## config.mk

```make
export PLATFORM = sky130hd
export DESIGN_NAME = instr_encoder_loader_flat
export DESIGN_NICKNAME = d
export VERILOG_FILES = /design/src/rtl/instr_encoder_loader_if.sv /design/src/rtl/instr_encoder_loader.sv /design/src/flat_wrapper.sv
export SDC_FILE = /design/constraint.sdc
export NUM_CORES = 1
export LEC_CHECK = 0
export CAP_MARGIN = 15
export CORE_UTILIZATION = 44
export CTS_CLUSTER_SIZE = 20
export DETAILED_ROUTE_END_ITERATION = 6
export PLACE_DENSITY = 0.84
export SLEW_MARGIN = 20
export SYNTH_ARGS = -nofsm -noshare
export SYNTH_HDL_FRONTEND = slang
export SYNTH_SLANG_ARGS = --single-unit
```

## constraint.sdc

```tcl
create_clock -name clk -period 5.4 [get_ports clk]
set_clock_uncertainty 0.15 [all_clocks]
set_input_delay 1.08 -clock clk [delete_from_list [all_inputs] [get_ports clk]]
set_output_delay 1.08 -clock clk [all_outputs]
set_load 0.01 [all_outputs]
```

## src/rtl/instr_encoder_loader_if.sv

```systemverilog
// instr_encoder_loader_if
//   Bundles the instruction-field handshake, the instruction-memory write
//   port and the session status flags of instr_encoder_loader.
//   master : field producer / memory side (drives start and the in_* fields)
//   slave  : the loader itself
// Parameter ADDR_WIDTH must match the loader's ADDR_WIDTH (word_count is
// ADDR_WIDTH+1 bits so that a full memory can be counted).
interface instr_encoder_loader_if #(
  parameter int ADDR_WIDTH = 8
);
  logic                  start;
  logic                  in_valid;
  logic                  in_ready;
  logic                  in_last;
  logic [2:0]            in_class;
  logic [4:0]            in_rd;
  logic [4:0]            in_rs1;
  logic [4:0]            in_rs2;
  logic [2:0]            in_func3;
  logic                  in_func7b5;
  logic [31:0]           in_imm;
  logic                  mem_we;
  logic [31:0]           mem_addr;
  logic [31:0]           mem_wdata;
  logic [ADDR_WIDTH:0]   word_count;
  logic                  busy;
  logic                  full;
  logic                  done;
  logic                  err;

  modport master (
    output start, in_valid, in_last, in_class, in_rd, in_rs1, in_rs2,
           in_func3, in_func7b5, in_imm,
    input  in_ready, mem_we, mem_addr, mem_wdata, word_count, busy, full,
           done, err
  );

  modport slave (
    input  start, in_valid, in_last, in_class, in_rd, in_rs1, in_rs2,
           in_func3, in_func7b5, in_imm,
    output in_ready, mem_we, mem_addr, mem_wdata, word_count, busy, full,
           done, err
  );
endinterface

```

## src/rtl/instr_encoder_loader.sv

```systemverilog
// instr_encoder_loader
//   Encodes one decoded RV32I instruction description per handshake into the
//   32-bit machine word and writes the words to consecutive instruction-memory
//   word slots starting at byte address MEM_BASE.
// Ports:
//   clk  - rising-edge clock
//   rst  - asynchronous active-high reset; aborts a session immediately
//   bus  - instr_encoder_loader_if.slave: start, in_* field handshake,
//          mem_we/mem_addr/mem_wdata write port, word_count/busy/full/done/err
// Optional feature:
//   ENC_CHECK_EN - when defined, B-class (odd immediate or func3 010/011) and
//                  JAL (odd immediate) fields are rejected with an err pulse.
//                  When undefined, err is constant 0 and stray bits are dropped.
module instr_encoder_loader #(
  parameter int          ADDR_WIDTH = 8,
  parameter logic [31:0] MEM_BASE   = 32'h0
) (
  input logic                    clk,
  input logic                    rst,
  instr_encoder_loader_if.slave  bus
);

  typedef enum logic [1:0] {IDLE, LOAD, WRITE, DONE} state_t;

  localparam logic [ADDR_WIDTH:0] CAPACITY  = {1'b1, {ADDR_WIDTH{1'b0}}};
  localparam logic [ADDR_WIDTH:0] LAST_SLOT = CAPACITY - 1'b1;

  localparam logic [6:0] OP_R    = 7'b0110011;
  localparam logic [6:0] OP_I    = 7'b0010011;
  localparam logic [6:0] OP_JALR = 7'b1100111;
  localparam logic [6:0] OP_LW   = 7'b0000011;
  localparam logic [6:0] OP_S    = 7'b0100011;
  localparam logic [6:0] OP_JAL  = 7'b1101111;
  localparam logic [6:0] OP_B    = 7'b1100011;
  localparam logic [6:0] OP_LUI  = 7'b0110111;

  state_t              state;
  // The slot counter doubles as word_count: every write fills the next slot,
  // and rejected fields advance neither.
  logic [ADDR_WIDTH:0] count;
  logic                last_reg;
  logic                we_reg;
  logic                done_reg;
  logic                err_reg;
  logic [31:0]         addr_reg;
  logic [31:0]         wdata_reg;

  logic                full;
  logic                accept;
  logic                reject;
  logic [31:0]         enc_word;
  logic [31:0]         slot_addr;

  assign full      = (count == CAPACITY);
  assign accept    = (state == LOAD) && bus.in_valid && !full;
  assign slot_addr = MEM_BASE + (32'(count) << 2);

  // Field-to-word assembly; unused fields are left zero per format.
  always_comb begin
    enc_word = 32'h0;
    case (bus.in_class)
      3'd0: enc_word = {1'b0, bus.in_func7b5, 5'b0, bus.in_rs2, bus.in_rs1,
                        bus.in_func3, bus.in_rd, OP_R};
      3'd1: enc_word = {bus.in_imm[11:0], bus.in_rs1, bus.in_func3,
                        bus.in_rd, OP_I};
      3'd2: enc_word = {bus.in_imm[11:0], bus.in_rs1, 3'b000,
                        bus.in_rd, OP_JALR};
      3'd3: enc_word = {bus.in_imm[11:0], bus.in_rs1, 3'b010,
                        bus.in_rd, OP_LW};
      3'd4: enc_word = {bus.in_imm[11:5], bus.in_rs2, bus.in_rs1, 3'b010,
                        bus.in_imm[4:0], OP_S};
      3'd5: enc_word = {bus.in_imm[20], bus.in_imm[10:1], bus.in_imm[11],
                        bus.in_imm[19:12], bus.in_rd, OP_JAL};
      3'd6: enc_word = {bus.in_imm[12], bus.in_imm[10:5], bus.in_rs2,
                        bus.in_rs1, bus.in_func3, bus.in_imm[4:1],
                        bus.in_imm[11], OP_B};
      default: enc_word = {bus.in_imm[31:12], bus.in_rd, OP_LUI};
    endcase
  end

`ifdef ENC_CHECK_EN
  // Branch targets must be halfword aligned and func3 010/011 are not
  // branch conditions; JAL targets must be halfword aligned.
  assign reject = ((bus.in_class == 3'd6) &&
                   (bus.in_imm[0] || (bus.in_func3[2:1] == 2'b01))) ||
                  ((bus.in_class == 3'd5) && bus.in_imm[0]);
`else
  logic unused_imm_lsb;
  assign unused_imm_lsb = bus.in_imm[0];
  assign reject         = 1'b0;
`endif

  always_ff @(posedge clk or posedge rst) begin
    if (rst) begin
      state     <= IDLE;
      count     <= '0;
      last_reg  <= 1'b0;
      we_reg    <= 1'b0;
      done_reg  <= 1'b0;
      err_reg   <= 1'b0;
      addr_reg  <= 32'h0;
      wdata_reg <= 32'h0;
    end else begin
      we_reg   <= 1'b0;
      done_reg <= 1'b0;
      err_reg  <= 1'b0;
      case (state)
        IDLE: begin
          if (bus.start) begin
            state <= LOAD;
            count <= '0;
          end
        end
        LOAD: begin
          if (accept) begin
            if (reject) begin
              err_reg <= 1'b1;
              if (bus.in_last) begin
                state    <= DONE;
                done_reg <= 1'b1;
              end
            end else begin
              wdata_reg <= enc_word;
              addr_reg  <= slot_addr;
              last_reg  <= bus.in_last;
              we_reg    <= 1'b1;
              state     <= WRITE;
            end
          end
        end
        WRITE: begin
          count <= count + 1'b1;
          // Filling the last slot ends the session so the counter never wraps.
          if (last_reg || (count == LAST_SLOT)) begin
            state    <= DONE;
            done_reg <= 1'b1;
          end else begin
            state <= LOAD;
          end
        end
        default: begin
          state <= IDLE;
        end
      endcase
    end
  end

  assign bus.in_ready   = (state == LOAD) && !full;
  assign bus.mem_we     = we_reg;
  assign bus.mem_addr   = addr_reg;
  assign bus.mem_wdata  = wdata_reg;
  assign bus.word_count = count;
  assign bus.busy       = (state != IDLE);
  assign bus.full       = full;
  assign bus.done       = done_reg;
  assign bus.err        = err_reg;

endmodule

```

## src/flat_wrapper.sv

```systemverilog
// flat-port wrapper written by rule: the top's interface ports become plain ports
module instr_encoder_loader_flat 
#(
  parameter int          ADDR_WIDTH = 8,
  parameter logic [31:0] MEM_BASE   = 32'h0
)
  (clk, rst, bus_start, bus_in_valid, bus_in_last, bus_in_class, bus_in_rd, bus_in_rs1, bus_in_rs2, bus_in_func3, bus_in_func7b5, bus_in_imm, bus_in_ready, bus_mem_we, bus_mem_addr, bus_mem_wdata, bus_word_count, bus_busy, bus_full, bus_done, bus_err);
  instr_encoder_loader_if #(.ADDR_WIDTH(ADDR_WIDTH)) bus_i ();
  input logic clk;
  input logic rst;
  input wire logic [$bits(bus_i.start)-1:0] bus_start;
  input wire logic [$bits(bus_i.in_valid)-1:0] bus_in_valid;
  input wire logic [$bits(bus_i.in_last)-1:0] bus_in_last;
  input wire logic [$bits(bus_i.in_class)-1:0] bus_in_class;
  input wire logic [$bits(bus_i.in_rd)-1:0] bus_in_rd;
  input wire logic [$bits(bus_i.in_rs1)-1:0] bus_in_rs1;
  input wire logic [$bits(bus_i.in_rs2)-1:0] bus_in_rs2;
  input wire logic [$bits(bus_i.in_func3)-1:0] bus_in_func3;
  input wire logic [$bits(bus_i.in_func7b5)-1:0] bus_in_func7b5;
  input wire logic [$bits(bus_i.in_imm)-1:0] bus_in_imm;
  output wire logic [$bits(bus_i.in_ready)-1:0] bus_in_ready;
  output wire logic [$bits(bus_i.mem_we)-1:0] bus_mem_we;
  output wire logic [$bits(bus_i.mem_addr)-1:0] bus_mem_addr;
  output wire logic [$bits(bus_i.mem_wdata)-1:0] bus_mem_wdata;
  output wire logic [$bits(bus_i.word_count)-1:0] bus_word_count;
  output wire logic [$bits(bus_i.busy)-1:0] bus_busy;
  output wire logic [$bits(bus_i.full)-1:0] bus_full;
  output wire logic [$bits(bus_i.done)-1:0] bus_done;
  output wire logic [$bits(bus_i.err)-1:0] bus_err;
  assign bus_i.start = bus_start;
  assign bus_i.in_valid = bus_in_valid;
  assign bus_i.in_last = bus_in_last;
  assign bus_i.in_class = bus_in_class;
  assign bus_i.in_rd = bus_in_rd;
  assign bus_i.in_rs1 = bus_in_rs1;
  assign bus_i.in_rs2 = bus_in_rs2;
  assign bus_i.in_func3 = bus_in_func3;
  assign bus_i.in_func7b5 = bus_in_func7b5;
  assign bus_i.in_imm = bus_in_imm;
  assign bus_in_ready = bus_i.in_ready;
  assign bus_mem_we = bus_i.mem_we;
  assign bus_mem_addr = bus_i.mem_addr;
  assign bus_mem_wdata = bus_i.mem_wdata;
  assign bus_word_count = bus_i.word_count;
  assign bus_busy = bus_i.busy;
  assign bus_full = bus_i.full;
  assign bus_done = bus_i.done;
  assign bus_err = bus_i.err;
  instr_encoder_loader #(.ADDR_WIDTH(ADDR_WIDTH), .MEM_BASE(MEM_BASE)) u_core (.clk(clk), .rst(rst), .bus(bus_i));
endmodule
```

==> metrics.cfg, run 1 <==
[floorplanning]
initial_utilization_pct=45.40
rows=29
die-area_sq_um=6879
die_w_um=82.94
fp.coreArea_sq_um=6350
ios=138
die_h_um=82.94

[synth]
postSynthCellCount=312
synth-seq-cells=54
ys_seq_area_share_pct=46.88
syn_avg_cell_area_sq_um=9.240
yosysWarningCount=0
synth_edf_count=0
synth_cell_type_count=43
synth_area_leader_cell=dfrtp_1
synth_top_cell_area_share_pct=46.88
synth_area_leaders=dfrtp_1, nand2_1, buf_4
synth_area_sq_um=2883
async_reset_ff_share_pct=100.0
synthFlopType=dfrtp_1

[final_layout]
final_cell_mix=clkdlybuf4s50_1, nand2_1, dfrtp_1
final_cell_area_sq_um=4041
nets=475
syn2layout_area_growth_pct=40.19
largest_register_ffs=31
layout_commonest_cell=clkdlybuf4s50_1
diodes=0
drive_above_1_share_pct=5.072
final_cells=491

[place]
place_congestion=0.8133
dp_cells=483
place_area_sq_um=3929
portBuffers=113
hpwl_um=5207

[timing]
max_slew_margin_pct=33.83
tns_ns=0
fmax_mhz=273.7
setup_viol=0
final.period_utilization_pct=67.66
finalCriticalPeriod_ns=3.654
finalHoldViolCount=0
drv_slew=0
holdWs_ns=0.3339
worstMarginPinSlew_ns=0.9895
grt_setup_unrepaired=false

[cts]
root_buffer=clkbuf_8
cts_buffers=5
clkSinkCount=54
cts_buffer_depth=2
post_cts_resized=0
clock_latency_ns=0.30
h-tree-depth=2
postCtsSetupBuffers=0
clk_pin_slew_ns=0.10
hold_buffers=0
cts_tree=done

[worst_setup_path]
slowest_delay_ns=0.64
worst_setup_path_end_kind=primary output
crit_type=reg2out
start_kind=register
critPathArrivalTime_ns=2.42
crit_chain=or4_4 -> nor4_1 -> clkdlybuf4s50_1
cp_data_required_time_ns=4.17
crit_path_top_delay_cell=clkdlybuf4s50_1
path_max_fanout=8

[routing]
ant_nets=0
drc=0
first_pass_iters=4
wl_per_cell_um=14.45
num_vias=2615
routed_wl_um=7094
drt_iter0_markers=170
viasPerCell=5.326

[run]
cap_violations=0

[global_routing]
gr-usage-all-layers_pct=21.01
grt_start_max_net_pins=69
antenna_found_initial=0
overflow=0
grt_pass1_wl_um=11940
grt_pass1_vias=2511

[worst_hold_path]
hold_path_class=reg2reg

[power]
ir_drop_v=0.0002690
power_density_nw_per_um2=395.2
p_leak_nw=1.793

[run_status]
status=finished, final reports clean

==> cells in the mapped netlist (2+ instances only) <==
master,number
buf_1,3
o22ai_1,14
o21ai_1,10
dfrtp_1,54
a22oi_1,2
clkbuf_1,8
o31ai_1,6
a22o_1,5
inv_1,6
buf_4,28
nand2_1,59
buf_2,4
a211oi_1,7
nand2b_1,4
nor2_1,15
or2_2,3
mux2i_1,12
a21o_1,5
a31oi_1,4
o21ai_0,20
ha_1,3
nand3_1,5
mux2_2,4
a21oi_1,10
nor2b_1,3
==> path summary, 6_finish.rpt <==
| kind | from | endpoint | slack [ns] | cells after the start |
|---|---|---|---|---|
| min in group asynchronous | rst | u_core.bus.mem_addr[8]$_DFFE_PP0P_ | 1.13 | 3 |
| worst max-delay path | u_core.bus.word_count[2]$_DFFE_PP0P_ | bus_full | 1.75 | 3 |
| max in group asynchronous | rst | u_core.bus.mem_wdata[30]$_DFFE_PP0P_ | 3.52 | 3 |
| worst min-delay path | u_core.bus.mem_wdata[23]$_DFFE_PP0P_ | u_core.bus.mem_wdata[23]$_DFFE_PP0P_ | 0.33 | 1 |
| worst min register to register | u_core.bus.mem_wdata[23]$_DFFE_PP0P_ | u_core.bus.mem_wdata[23]$_DFFE_PP0P_ | 0.33 | 1 |
| worst max register to register | u_core.bus.word_count[2]$_DFFE_PP0P_ | u_core.bus.mem_wdata[13]$_DFFE_PP0P_ | 2.72 | 5 |
==> critical path: cells and delay by family (launching register included) <==
kind / cells / cell delay (ns)
buffers and inverters: 1 / 0.64
and+or+nand+nor: 2 / 1.01
DFF: 1 / 0.47
==> stage by stage <==
stage	setup WS [ns]	util [%]	power [mW]
after floorplan	2.427	-	0.9808
after global placement	1.961	61.87	1.315
after detailed placement	1.840	61.87	1.337
after CTS	1.781	63.65	1.611
after global routing	1.644	63.65	1.709
final	1.746	63.65	1.597
==> kinds of logic (layout without fill, tap and decap cells) <==
kind of cell	after synthesis	count (layout)	share of synthesized area [%]
AND/OR/NAND/NOR	97	97	14.80
AO/OA/AOI/OAI	88	88	19.75
flip-flops	54	54	46.88
buffers and inverters	51	130	10.72
multiplexers	17	17	6.120
adder cells (fa/ha/maj)	3	3	1.302
other	1	24	0.1301
XOR/XNOR	1	1	0.3039
==> power by group <==
| group | internal (mW) | leakage (nW) | switching, mW | total (mW) |
|---|---|---|---|---|
| sequential | 0.538 | 0.693 | 0.0965 | 0.635 |
| clock | 0.139 | 0.0585 | 0.132 | 0.271 |
| combinational | 0.371 | 1.04 | 0.321 | 0.692 |
==> final cells by class <==
| type | instances | area [sq um] |
|---|---|---|
| clock buffer | 5 | 68.82 |
| clock inverter | 3 | 43.79 |
| fill | 545 | 2308 |
| inverter | 7 | 26.28 |
| multi-input combinational | 230 | 1309 |
| sequential | 54 | 1351 |
| tap | 77 | 96.34 |
| timing repair buffer | 115 | 1146 |
==> metal layers <==
| metal | GRT usage [%] | vias up | wire length, um |
|---|---|---|---|
| met5 | 0 | - | 0 |
| met4 | 6.270 | 0 | 89 |
| met1 | 28.43 | 1262 | 3098 |
| li1 | - | 1243 | - |
| met3 | 2.684 | 8 | 327 |
| met2 | 35.32 | 102 | 3580 |
Note: power is estimated with default switching activity, not from simulation.
==> run 2: changes to the inputs <==
CORE_UTILIZATION = 37   (was 44)
PLACE_DENSITY = 0.75   (was 0.84)
clock period = 3.11 ns   (was 5.4 ns; I/O delays follow)
==> run 2 against run 1 <==
Non-clock buffer count is 8 higher. Clock-buffer cell count grew 2. Final area increased by 1.7%. Combinational power rose by 76%. Utilization shrank 8.1 points. Sequential power up 72%. Die area grew 18%.
==> metrics.cfg, run 2 (synthesis results as in run 1) <==
[timing]
max_slew_margin_pct=40.83
final.period_utilization_pct=96.77
tns_ns=0
worstMarginPinSlew_ns=0.8845
finalCriticalPeriod_ns=3.010
fmax_mhz=332.3
setup_viol=0
drv_slew=0
finalHoldViolCount=0
grt_setup_unrepaired=false
holdWs_ns=0.3300
worst_slack_ns=0.1003

[power]
switching_power_uw=939.4
p_sw_share_pct=34.89
ir_drop_v=0.0003018
combPwrFrac_pct=45.5
power_density_nw_per_um2=654.9
p_leak_nw=1.817
fin_total_pwr_mw=2.693
p_int_mw=1.753
p_seq_share_pct=40.7
p_clk_share_pct=13.9

[place]
hpwl_um=5632
dp_cells=513
place_congestion=0.8193
pre_cts_ws_ns=0.2979
portBuffers=113
place_area_sq_um=4029

[floorplanning]
fp.coreArea_sq_um=7408
initial_utilization_pct=38.91
die-area_sq_um=8149
die_h_um=90.27
ios=138
die_w_um=90.27
rows=31

[cts]
clock_latency_ns=0.30
root_buffer=clkbuf_8
h-tree-depth=2
clk_pin_slew_ns=0.09
cts_buffer_depth=2
clkSinkCount=54
postCtsSetupBuffers=0
hold_buffers=0
cts_buffers=5
cts_tree=done

[worst_setup_path]
path_max_fanout=8
reg2reg_depth=5
crit_type=reg2out
worst_setup_path_end_kind=primary output
start_kind=register
cp_data_required_time_ns=2.34
critPathArrivalTime_ns=2.24

[final_layout]
final_cell_area_sq_um=4111
final_cell_mix=clkdlybuf4s50_1, nand2_1, dfrtp_1
final_cells=520
regArea_sq_um=1351
largest_register_ffs=31
utilization_pct=55.50
fillers=674
layout_commonest_cell=clkdlybuf4s50_1
diodes=0
multi_input_area_sq_um=1315
nets=483
syn2layout_area_growth_pct=42.62
drive_above_1_share_pct=6.413

[global_routing]
antenna_found_initial=0
grt_pass1_wl_um=12130
overflow=0
grt_start_max_net_pins=30
grt_pass1_vias=2407
gr-usage-all-layers_pct=18.67

[routing]
routed_wl_um=7374
drc=0
wl_per_cell_um=14.18
first_pass_iters=4
drt_iter0_markers=96
viasPerCell=4.894
ant_nets=0
num_vias=2545

[worst_hold_path]
hold_path_class=reg2reg
holdPathStages=1

[run_status]
status=finished, final reports clean

[run]
cap_violations=0

run 2: layer usage:
layer	vias to the layer above	global-route usage [%]	part of all wire, %
met4	0	7.258	2.4
li1	1254	-	-
met5	-	0	0
met2	88	29.45	49
met1	1190	25.20	44
met3	13	3.788	5.0
run 2: worst max-delay path, stage by stage (launching register included):
cell and delay, ns:
dfrtp_1 0.47, or4_4 0.60, nor4_2 0.26, clkdlybuf4s50_1 0.61
run 2: final cells by class:
type / instances / area share, %
inverters: 7 / 0.6391
flip-flops and latches: 54 / 32.87
multi-input cells: 230 / 31.98
repair buffers: 123 / 29.64
clock buffers: 7 / 1.856
well taps: 99 / 3.013
run 2: final timing paths:
kind | start | to | slack (ns)
setup / recovery | u_core.bus.word_count[2]$_DFFE_PP0P_ | bus_full | 0.10
hold / removal | u_core.bus.mem_wdata[22]$_DFFE_PP0P_ | u_core.bus.mem_wdata[22]$_DFFE_PP0P_ | 0.33
setup reg to reg | u_core.bus.word_count[2]$_DFFE_PP0P_ | u_core.bus.mem_wdata[30]$_DFFE_PP0P_ | 0.43
hold reg to reg | u_core.bus.mem_wdata[22]$_DFFE_PP0P_ | u_core.bus.mem_wdata[22]$_DFFE_PP0P_ | 0.33
max in group asynchronous | rst | u_core.bus.mem_wdata[2]$_DFFE_PP0P_ | 1.72
min in group asynchronous | rst | u_core.bus.mem_we$_DFF_PP0_ | 0.54
run 2: power groups by stage:
stage / Sequential, mW / Combinational [mW] / Clock (mW)
after floorplan: 1.18 / 0.520 / 0
after global placement: 1.10 / 1.22 / 0
after detailed placement: 1.10 / 1.24 / 0
after CTS: 1.09 / 1.24 / 0.387
after global routing: 1.13 / 1.35 / 0.414
final: 1.09 / 1.22 / 0.374
run 2: repair_timing:
item | 4_1_cts | 5_1_grt
resized for setup | 1 | 0
endpoints found under the setup margin | 2 | 0
endpoints found under the hold margin | 0 | 0
